<file path="config.mk">
export PLATFORM = sky130hd
export DESIGN_NAME = rv_hazard_scoreboard_flat
export DESIGN_NICKNAME = d
export VERILOG_FILES = /design/src/rtl/rv_pipe_pkg.sv /design/src/rtl/rv_hazard_scoreboard_if.sv /design/src/rtl/rv_sb_entry.sv /design/src/rtl/rv_hazard_scoreboard.sv /design/src/flat_wrapper.sv
export SDC_FILE = /design/constraint.sdc
export NUM_CORES = 1
export LEC_CHECK = 0
export CAP_MARGIN = 20
export CORE_AREA = 2 2 142 144
export DETAILED_ROUTE_END_ITERATION = 6
export DIE_AREA = 0 0 144 146
export GPL_TIMING_DRIVEN = 0
export PLACE_DENSITY_LB_ADDON = 0.12
export SLEW_MARGIN = 30
export SYNTH_ARGS = -nofsm -noshare
export SYNTH_HDL_FRONTEND = slang
export SYNTH_HIERARCHICAL = 1
export SYNTH_SLANG_ARGS = --single-unit
</file>
<file path="constraint.sdc">
create_clock -name clk -period 12.68 [get_ports clk]
set_input_delay 2.536 -clock clk [delete_from_list [all_inputs] [get_ports clk]]
set_output_delay 2.536 -clock clk [all_outputs]
set_load 0.03 [all_outputs]
</file>
<file path="src/rtl/rv_pipe_pkg.sv">
// rtl/rv_pipe_pkg.sv - shared RV32I pipeline types and scoreboard helpers
// Contents: opcode_t, alu_op_t, REG_ZERO, latency_cd_w() countdown width helper.
package rv_pipe_pkg;

  typedef enum logic [6:0] {
    OP_LUI    = 7'b0110111,
    OP_AUIPC  = 7'b0010111,
    OP_JAL    = 7'b1101111,
    OP_JALR   = 7'b1100111,
    OP_BRANCH = 7'b1100011,
    OP_LOAD   = 7'b0000011,
    OP_STORE  = 7'b0100011,
    OP_IMM    = 7'b0010011,
    OP_REG    = 7'b0110011,
    OP_SYSTEM = 7'b1110011
  } opcode_t;

  typedef enum logic [3:0] {
    ALU_ADD, ALU_SUB, ALU_SLL, ALU_SLT, ALU_SLTU,
    ALU_XOR, ALU_SRL, ALU_SRA, ALU_OR, ALU_AND
  } alu_op_t;

  localparam int REG_ZERO = 0;

  // Countdown must hold LOAD_LATENCY-1; keep at least one bit.
  function automatic int latency_cd_w(input int load_latency);
    return (load_latency <= 2) ? 1 : $clog2(load_latency);
  endfunction

endpackage

</file>
<file path="src/rtl/rv_hazard_scoreboard_if.sv">
// rtl/rv_hazard_scoreboard_if.sv - ID-stage handshake between decoder and scoreboard
// Signals: id_valid, id_rs1/_used, id_rs2/_used, id_rd, id_reg_write, id_is_load,
//          ex_ready (decoder side) and id_stall, id_issue (scoreboard side).
interface rv_hazard_scoreboard_if #(
  parameter int REG_ADDR_W = 5
);
  logic                  id_valid;
  logic [REG_ADDR_W-1:0] id_rs1;
  logic                  id_rs1_used;
  logic [REG_ADDR_W-1:0] id_rs2;
  logic                  id_rs2_used;
  logic [REG_ADDR_W-1:0] id_rd;
  logic                  id_reg_write;
  logic                  id_is_load;
  logic                  ex_ready;
  logic                  id_stall;
  logic                  id_issue;

  modport master (
    output id_valid, id_rs1, id_rs1_used, id_rs2, id_rs2_used,
           id_rd, id_reg_write, id_is_load, ex_ready,
    input  id_stall, id_issue
  );

  modport slave (
    input  id_valid, id_rs1, id_rs1_used, id_rs2, id_rs2_used,
           id_rd, id_reg_write, id_is_load, ex_ready,
    output id_stall, id_issue
  );
endinterface

</file>
<file path="src/rtl/rv_sb_entry.sv">
// rtl/rv_sb_entry.sv - one architectural register's pending count and ready countdown
// Ports: clk, reset_n; issue_i/issue_cd_i (new writer), wb_i, kill_i (retire/squash);
//        pend_cnt_o, ready_cd_o (state), underflow_o (retire/kill with nothing pending).
module rv_sb_entry #(
  parameter int CNT_W = 2,
  parameter int CD_W  = 1
) (
  input  logic             clk,
  input  logic             reset_n,
  input  logic             issue_i,
  input  logic [CD_W-1:0]  issue_cd_i,
  input  logic             wb_i,
  input  logic             kill_i,
  output logic [CNT_W-1:0] pend_cnt_o,
  output logic [CD_W-1:0]  ready_cd_o,
  output logic             underflow_o
);
  logic [CNT_W-1:0] pend_cnt_q, pend_cnt_d;
  logic [CD_W-1:0]  ready_cd_q, ready_cd_d;
  logic [CNT_W:0]   avail;
  logic [CNT_W:0]   dec;

  always_comb begin
    // Same-cycle issue counts as available before wb/kill are subtracted.
    avail       = (CNT_W+1)'(pend_cnt_q) + (CNT_W+1)'(issue_i);
    dec         = (CNT_W+1)'(wb_i) + (CNT_W+1)'(kill_i);
    underflow_o = 1'b0;
    if (dec > avail) begin
      pend_cnt_d  = '0;
      underflow_o = 1'b1;
    end else begin
      pend_cnt_d  = CNT_W'(avail - dec);
    end

    // Youngest writer governs: a reload wins over both a kill clear and decay.
    ready_cd_d = ready_cd_q;
    if (issue_i) begin
      ready_cd_d = issue_cd_i;
    end else if (kill_i && pend_cnt_d == '0) begin
      ready_cd_d = '0;
    end else if (ready_cd_q != '0) begin
      ready_cd_d = ready_cd_q - CD_W'(1);
    end
  end

  always_ff @(posedge clk) begin
    if (!reset_n) begin
      pend_cnt_q <= '0;
      ready_cd_q <= '0;
    end else begin
      pend_cnt_q <= pend_cnt_d;
      ready_cd_q <= ready_cd_d;
    end
  end

  assign pend_cnt_o = pend_cnt_q;
  assign ready_cd_o = ready_cd_q;
endmodule

</file>
<file path="src/rtl/rv_hazard_scoreboard.sv">
// rtl/rv_hazard_scoreboard.sv - ID-stage register scoreboard with stall generation
// Ports: clk, reset_n; id_if (slave: ID operands/dest, ex_ready -> id_stall, id_issue);
//        wb_valid/wb_rd (writeback), kill_valid/kill_rd (squash);
//        sb_error (sticky bookkeeping error), stall_cycles (saturating stall count).
module rv_hazard_scoreboard
  import rv_pipe_pkg::*;
#(
  parameter int REG_ADDR_W   = 5,
  parameter int MAX_INFLIGHT = 3,
  parameter int ALU_LATENCY  = 1,
  parameter int LOAD_LATENCY = 2,
  parameter int STAT_WIDTH   = 32
) (
  input  logic                  clk,
  input  logic                  reset_n,
  rv_hazard_scoreboard_if.slave id_if,
  input  logic                  wb_valid,
  input  logic [REG_ADDR_W-1:0] wb_rd,
  input  logic                  kill_valid,
  input  logic [REG_ADDR_W-1:0] kill_rd,
  output logic                  sb_error,
  output logic [STAT_WIDTH-1:0] stall_cycles
);
  localparam int NREG  = 2**REG_ADDR_W;
  localparam int CNT_W = $clog2(MAX_INFLIGHT + 1);
  localparam int CD_W  = latency_cd_w(LOAD_LATENCY);
  localparam logic [REG_ADDR_W-1:0] RZ = REG_ADDR_W'(REG_ZERO);

  logic [CNT_W-1:0] pend_cnt [NREG];
  logic [CD_W-1:0]  ready_cd [NREG];
  logic [NREG-1:0]  entry_err;

  logic             rs1_haz, rs2_haz, struct_haz, stall, issue, issue_wr;
  logic [CD_W-1:0]  issue_cd;

  logic                  sb_error_q, sb_error_d;
  logic [STAT_WIDTH-1:0] stall_cycles_q, stall_cycles_d;

  // x0 is never tracked; its slot reads as idle.
  assign pend_cnt[0]  = '0;
  assign ready_cd[0]  = '0;
  assign entry_err[0] = 1'b0;

  always_comb begin
    rs1_haz    = id_if.id_rs1_used && (id_if.id_rs1 != RZ) && (ready_cd[id_if.id_rs1] != '0);
    rs2_haz    = id_if.id_rs2_used && (id_if.id_rs2 != RZ) && (ready_cd[id_if.id_rs2] != '0);
    struct_haz = id_if.id_reg_write && (id_if.id_rd != RZ) &&
                 (pend_cnt[id_if.id_rd] == CNT_W'(MAX_INFLIGHT));
    stall      = id_if.id_valid && (rs1_haz || rs2_haz || struct_haz);
    issue      = id_if.id_valid && !stall && id_if.ex_ready;
    issue_wr   = issue && id_if.id_reg_write && (id_if.id_rd != RZ);
    issue_cd   = id_if.id_is_load ? CD_W'(LOAD_LATENCY - 1) : CD_W'(ALU_LATENCY - 1);
  end

  assign id_if.id_stall = stall;
  assign id_if.id_issue = issue;

  for (genvar r = 1; r < NREG; r++) begin : g_entry
    rv_sb_entry #(
      .CNT_W (CNT_W),
      .CD_W  (CD_W)
    ) u_entry (
      .clk         (clk),
      .reset_n     (reset_n),
      .issue_i     (issue_wr && (id_if.id_rd == REG_ADDR_W'(r))),
      .issue_cd_i  (issue_cd),
      .wb_i        (wb_valid && (wb_rd == REG_ADDR_W'(r))),
      .kill_i      (kill_valid && (kill_rd == REG_ADDR_W'(r))),
      .pend_cnt_o  (pend_cnt[r]),
      .ready_cd_o  (ready_cd[r]),
      .underflow_o (entry_err[r])
    );
  end

  always_comb begin
    sb_error_d     = sb_error_q || (|entry_err);
    stall_cycles_d = stall_cycles_q;
    if (stall && (stall_cycles_q != '1)) begin
      stall_cycles_d = stall_cycles_q + STAT_WIDTH'(1);
    end
  end

  always_ff @(posedge clk) begin
    if (!reset_n) begin
      sb_error_q     <= 1'b0;
      stall_cycles_q <= '0;
    end else begin
      sb_error_q     <= sb_error_d;
      stall_cycles_q <= stall_cycles_d;
    end
  end

  assign sb_error     = sb_error_q;
  assign stall_cycles = stall_cycles_q;
endmodule

</file>
<file path="src/flat_wrapper.sv">
// flat-port wrapper written by rule: the top's interface ports become plain ports
module rv_hazard_scoreboard_flat import rv_pipe_pkg::*;
#(
  parameter int REG_ADDR_W   = 5,
  parameter int MAX_INFLIGHT = 3,
  parameter int ALU_LATENCY  = 1,
  parameter int LOAD_LATENCY = 2,
  parameter int STAT_WIDTH   = 32
)
  (clk, reset_n, wb_valid, wb_rd, kill_valid, kill_rd, sb_error, stall_cycles, id_if_id_valid, id_if_id_rs1, id_if_id_rs1_used, id_if_id_rs2, id_if_id_rs2_used, id_if_id_rd, id_if_id_reg_write, id_if_id_is_load, id_if_ex_ready, id_if_id_stall, id_if_id_issue);
  rv_hazard_scoreboard_if #(.REG_ADDR_W(REG_ADDR_W)) id_if_i ();
  input  logic clk;
  input  logic reset_n;
  input  logic wb_valid;
  input  logic [REG_ADDR_W-1:0] wb_rd;
  input  logic kill_valid;
  input  logic [REG_ADDR_W-1:0] kill_rd;
  output logic sb_error;
  output logic [STAT_WIDTH-1:0] stall_cycles;
  input wire logic [$bits(id_if_i.id_valid)-1:0] id_if_id_valid;
  input wire logic [$bits(id_if_i.id_rs1)-1:0] id_if_id_rs1;
  input wire logic [$bits(id_if_i.id_rs1_used)-1:0] id_if_id_rs1_used;
  input wire logic [$bits(id_if_i.id_rs2)-1:0] id_if_id_rs2;
  input wire logic [$bits(id_if_i.id_rs2_used)-1:0] id_if_id_rs2_used;
  input wire logic [$bits(id_if_i.id_rd)-1:0] id_if_id_rd;
  input wire logic [$bits(id_if_i.id_reg_write)-1:0] id_if_id_reg_write;
  input wire logic [$bits(id_if_i.id_is_load)-1:0] id_if_id_is_load;
  input wire logic [$bits(id_if_i.ex_ready)-1:0] id_if_ex_ready;
  output wire logic [$bits(id_if_i.id_stall)-1:0] id_if_id_stall;
  output wire logic [$bits(id_if_i.id_issue)-1:0] id_if_id_issue;
  assign id_if_i.id_valid = id_if_id_valid;
  assign id_if_i.id_rs1 = id_if_id_rs1;
  assign id_if_i.id_rs1_used = id_if_id_rs1_used;
  assign id_if_i.id_rs2 = id_if_id_rs2;
  assign id_if_i.id_rs2_used = id_if_id_rs2_used;
  assign id_if_i.id_rd = id_if_id_rd;
  assign id_if_i.id_reg_write = id_if_id_reg_write;
  assign id_if_i.id_is_load = id_if_id_is_load;
  assign id_if_i.ex_ready = id_if_ex_ready;
  assign id_if_id_stall = id_if_i.id_stall;
  assign id_if_id_issue = id_if_i.id_issue;
  rv_hazard_scoreboard #(.REG_ADDR_W(REG_ADDR_W), .MAX_INFLIGHT(MAX_INFLIGHT), .ALU_LATENCY(ALU_LATENCY), .LOAD_LATENCY(LOAD_LATENCY), .STAT_WIDTH(STAT_WIDTH)) u_core (.clk(clk), .reset_n(reset_n), .id_if(id_if_i), .wb_valid(wb_valid), .wb_rd(wb_rd), .kill_valid(kill_valid), .kill_rd(kill_rd), .sb_error(sb_error), .stall_cycles(stall_cycles));
endmodule
</file>
==> results of run 1 <==
## flip-flops by register name (all words and copies together), names as in the netlist
signal,count
u_core/g_entry.u_entry/pend_cnt_o,62
u_core/g_entry.u_entry/ready_cd_o,31
u_core/sb_error,1
u_core/stall_cycles,32
## critical path, stage by stage
cell and delay, ps:
sky130_fd_sc_hd__clkdlybuf4s50_1 620, sky130_fd_sc_hd__buf_6 230, sky130_fd_sc_hd__buf_2 280, sky130_fd_sc_hd__and4b_1 230, sky130_fd_sc_hd__a31oi_1 60, sky130_fd_sc_hd__a31oi_1 240, sky130_fd_sc_hd__o21ai_0 120, sky130_fd_sc_hd__o21ai_1 160
sky130_fd_sc_hd__and4bb_1 260, sky130_fd_sc_hd__buf_6 140, sky130_fd_sc_hd__buf_2 190, sky130_fd_sc_hd__nand2b_1 160, sky130_fd_sc_hd__inv_1 70, sky130_fd_sc_hd__clkdlybuf4s50_1 660
## synthesized netlist by cell type, types with 9 or more instances
cell | count | share of area
sky130_fd_sc_hd__xnor2_1 | 31 | 0.027
sky130_fd_sc_hd__nor2b_1 | 46 | 0.029
sky130_fd_sc_hd__nand4_1 | 11 | 0.0069
sky130_fd_sc_hd__nand2b_1 | 31 | 0.019
sky130_fd_sc_hd__nor4_2 | 9 | 0.011
sky130_fd_sc_hd__mux2i_1 | 34 | 0.034
sky130_fd_sc_hd__nand2_1 | 97 | 0.036
sky130_fd_sc_hd__clkbuf_1 | 16 | 0.0060
sky130_fd_sc_hd__a21oi_1 | 42 | 0.021
sky130_fd_sc_hd__nor2_1 | 136 | 0.051
sky130_fd_sc_hd__nor4_1 | 11 | 0.0069
sky130_fd_sc_hd__ha_1 | 187 | 0.23
sky130_fd_sc_hd__and3_1 | 37 | 0.023
sky130_fd_sc_hd__nor3b_2 | 32 | 0.040
sky130_fd_sc_hd__dfxtp_1 | 126 | 0.25
sky130_fd_sc_hd__o21a_1 | 31 | 0.023
sky130_fd_sc_hd__nand3_1 | 29 | 0.015
sky130_fd_sc_hd__mux4_2 | 12 | 0.027
sky130_fd_sc_hd__inv_1 | 100 | 0.038
## cell type report
cell class | count | area (um2)
Fill cell | 1739 | 7740
Clock inverter | 13 | 163
Clock buffer | 19 | 443
Multi-Input combinational cell | 875 | 6920
Buffer | 33 | 179
Tap cell | 265 | 332
Sequential cell | 126 | 2520
Inverter | 100 | 375
Timing Repair Buffer | 65 | 658
Antenna cell | 1 | 2.50
## layout by cell type, fill, tap and decap left out, types with 5 or more instances in the layout
master / count
sky130_fd_sc_hd__ha_1: 187
sky130_fd_sc_hd__nor2_1: 136
sky130_fd_sc_hd__dfxtp_1: 126
sky130_fd_sc_hd__inv_1: 100
sky130_fd_sc_hd__nand2_1: 97
sky130_fd_sc_hd__clkdlybuf4s50_1: 63
sky130_fd_sc_hd__nor2b_1: 46
sky130_fd_sc_hd__a21oi_1: 42
sky130_fd_sc_hd__and3_1: 37
sky130_fd_sc_hd__mux2i_1: 34
sky130_fd_sc_hd__nor3b_2: 32
sky130_fd_sc_hd__nand2b_1: 31
sky130_fd_sc_hd__o21a_1: 31
sky130_fd_sc_hd__xnor2_1: 31
sky130_fd_sc_hd__nand3_1: 29
sky130_fd_sc_hd__clkbuf_16: 17
sky130_fd_sc_hd__clkbuf_1: 17
sky130_fd_sc_hd__mux4_2: 12
sky130_fd_sc_hd__nand4_1: 11
sky130_fd_sc_hd__nor4_1: 11
sky130_fd_sc_hd__nor4_2: 9
sky130_fd_sc_hd__buf_2: 8
sky130_fd_sc_hd__a31oi_1: 8
sky130_fd_sc_hd__nand3b_1: 6
sky130_fd_sc_hd__or4_1: 6
sky130_fd_sc_hd__o21ai_0: 6
sky130_fd_sc_hd__buf_4: 5
sky130_fd_sc_hd__or3_1: 5
sky130_fd_sc_hd__nor3_1: 5
## per-layer routing
layer  vias up  routed length (um)
li1       4113                   -
met1      3830               12000
met2       243               11200
met3        29                1810
met4         0                 408
met5         -                   0
## cells by family (layout without fill, tap and decap cells)
group,Yosys count,after routing,share of synthesized area
buffers and inverters,133,230,0.0555
other,0,1,0
muxes,53,53,0.0720
AOI/OAI and AO/OA,114,114,0.0742
adders and majority gates,187,187,0.234
xor gates and xnor gates,31,31,0.0272
and+or+nand+nor,490,490,0.285
DFF,126,126,0.252
## per-stage QoR
step | std cells | cell area, um2
6_report | 1497 | 11600
5_1_grt | 1496 | 11600
4_1_cts | 1496 | 11600
3_5_place_dp | 1464 | 11000
3_3_place_gp | 1463 | 11000
2_1_floorplan | 1134 | 9990
## power breakdown
part           switching [mW]  internal (mW)
clock network           0.192          0.315
registers             0.00411          0.402
logic                  0.0851         0.0575
## final timing paths
kind	startpoint	endpoint	cells past startpoint
hold reg to reg	u_core/stall_cycles[20]$_SDFFE_PN0P_	u_core/stall_cycles[20]$_SDFFE_PN0P_	2
setup / recovery	id_if_id_rd[0]	id_if_id_stall	14
hold / removal	u_core/stall_cycles[20]$_SDFFE_PN0P_	u_core/stall_cycles[20]$_SDFFE_PN0P_	2
setup reg to reg	u_core/g_entry[12].u_entry/ready_cd_o$_SDFF_PN0_	u_core/sb_error$_SDFF_PN0_	19
==> reports/results.ini, run 1 <==
[run_status]
run_status=finished, final reports clean

[timing]
slew_violations=0
final.period_utilization=0.671
postLayoutSetupSlackWorst_ps=4170
finalSetupTns_ps=0
final.setup_skew_ps=12.5
rsz0062_at_grt=false
max_freq_mhz=117
timing.hold.ws_ps=488
worst-slew-pin-transition_ps=835
setup-violations-final=0
max-slew-margin-rel=0.443
fin_crit_ps=8510
final_hold_viol_count=0

[synth]
synth_edf_count=0
netlist_area_um2=9990
count_of_state_elements_after_synthesis=126
synth_fp_nets=1356
async_reset_ff_frac=0
synth_area_per_cell_um2=8.81
yosysWarningCount=6
netlist_instances=1134
synth_flop_cell=sky130_fd_sc_hd__dfxtp_1
synth_seq_area_share=0.252
netlist-cell-type-count=61

[detailed_routing]
num_vias=8215
drt-vias-per-instance=5.49
drt_first_iter_violations=571
detail_route.wirelength_um=25500
drt_pass1_iterations=5
wire_per_inst_um=17.0
route.antenna.remaining_nets=0
drc_errors=0

[power_and_ir_drop]
post-layout-total-power_mw=1.06
irDropWorstVdd_mv=0.0925
power.density_cell_area_nw_per_um2=91.1
power.static_leakage_nw=4.89

[die]
die-height_um=146
std_cell_rows=51
die_x_um=144
core_um2=19300
die_area_um2=21000
pin_count=70
initial_utilization=0.517

[finish]
final_net_count=1440
fraction_of_final_layout_cells_with_drive_strength_greater_than_1=0.0967
final_util=0.600
area_delta_synth_final_pct=16.0

[clocking]
h_tree_lvl_count=4
post_cts_buffers=0
cts_tree=built
clock_pin_slew_reported_for_the_worst_setup_and_hold_paths_after_clock_tree_synthesis_ps=60
clk-insertion-delay-late_ps=420
numClockSinks=126
clock-root-buffer=sky130_fd_sc_hd__clkbuf_16
hold_buf_count_cts=0
max-clock-path-buffers=2
tritoncts.num_buffers=17
post_cts.resized_instances=0

[job]
maxCapViolCount=0

[worst_hold_path]
worstHoldPathType=reg -> reg

[placed_design]
finalWeightedCongestion=0.862
place_ws_ps=4230
detailedPlacementHpwl_um=19600
placement.io_buffers=64

[global_route]
grt_remaining_overflow=0
grt_start_max_net_pins=58
antenna_found_initial=0
grt_first_pass_wirelength_um=40400
gr-usage-met2=0.379
global_route.usage.met1=0.346
globalRouteTotalUtil=0.247
use_met3=0.0592
grt.busiest_layer=met2
grt_pass1_vias=7764

[critical_path]
start_kind=primary input
worst-path-max-fanout=10
ff2ff_setup_slack_ps=7790
timing.critical_path.required_ps=10140
crit_type=in -> out
cp_data_arrival_time_ps=5980
endpoint_kind=primary output

No activity file was read; power rests on OpenSTA's default activity.
==> run 2, diff against run 1 <==
- clock period: 12.68 -> 8.11 ns (I/O delays scaled with it)
==> results of run 2 <==
The final DEF is identical to that of run 1. Status: finished, final reports clean.
Among the figures that moved: setup slack after placement 4230 ps -> 1280 ps; setup slack after layout 4170 ps -> 1430 ps; register-to-register setup slack 7790 ps -> 3220 ps; total power 1.06 mW -> 1.65 mW; worst IR drop on VDD 0.0925 mV -> 0.145 mV
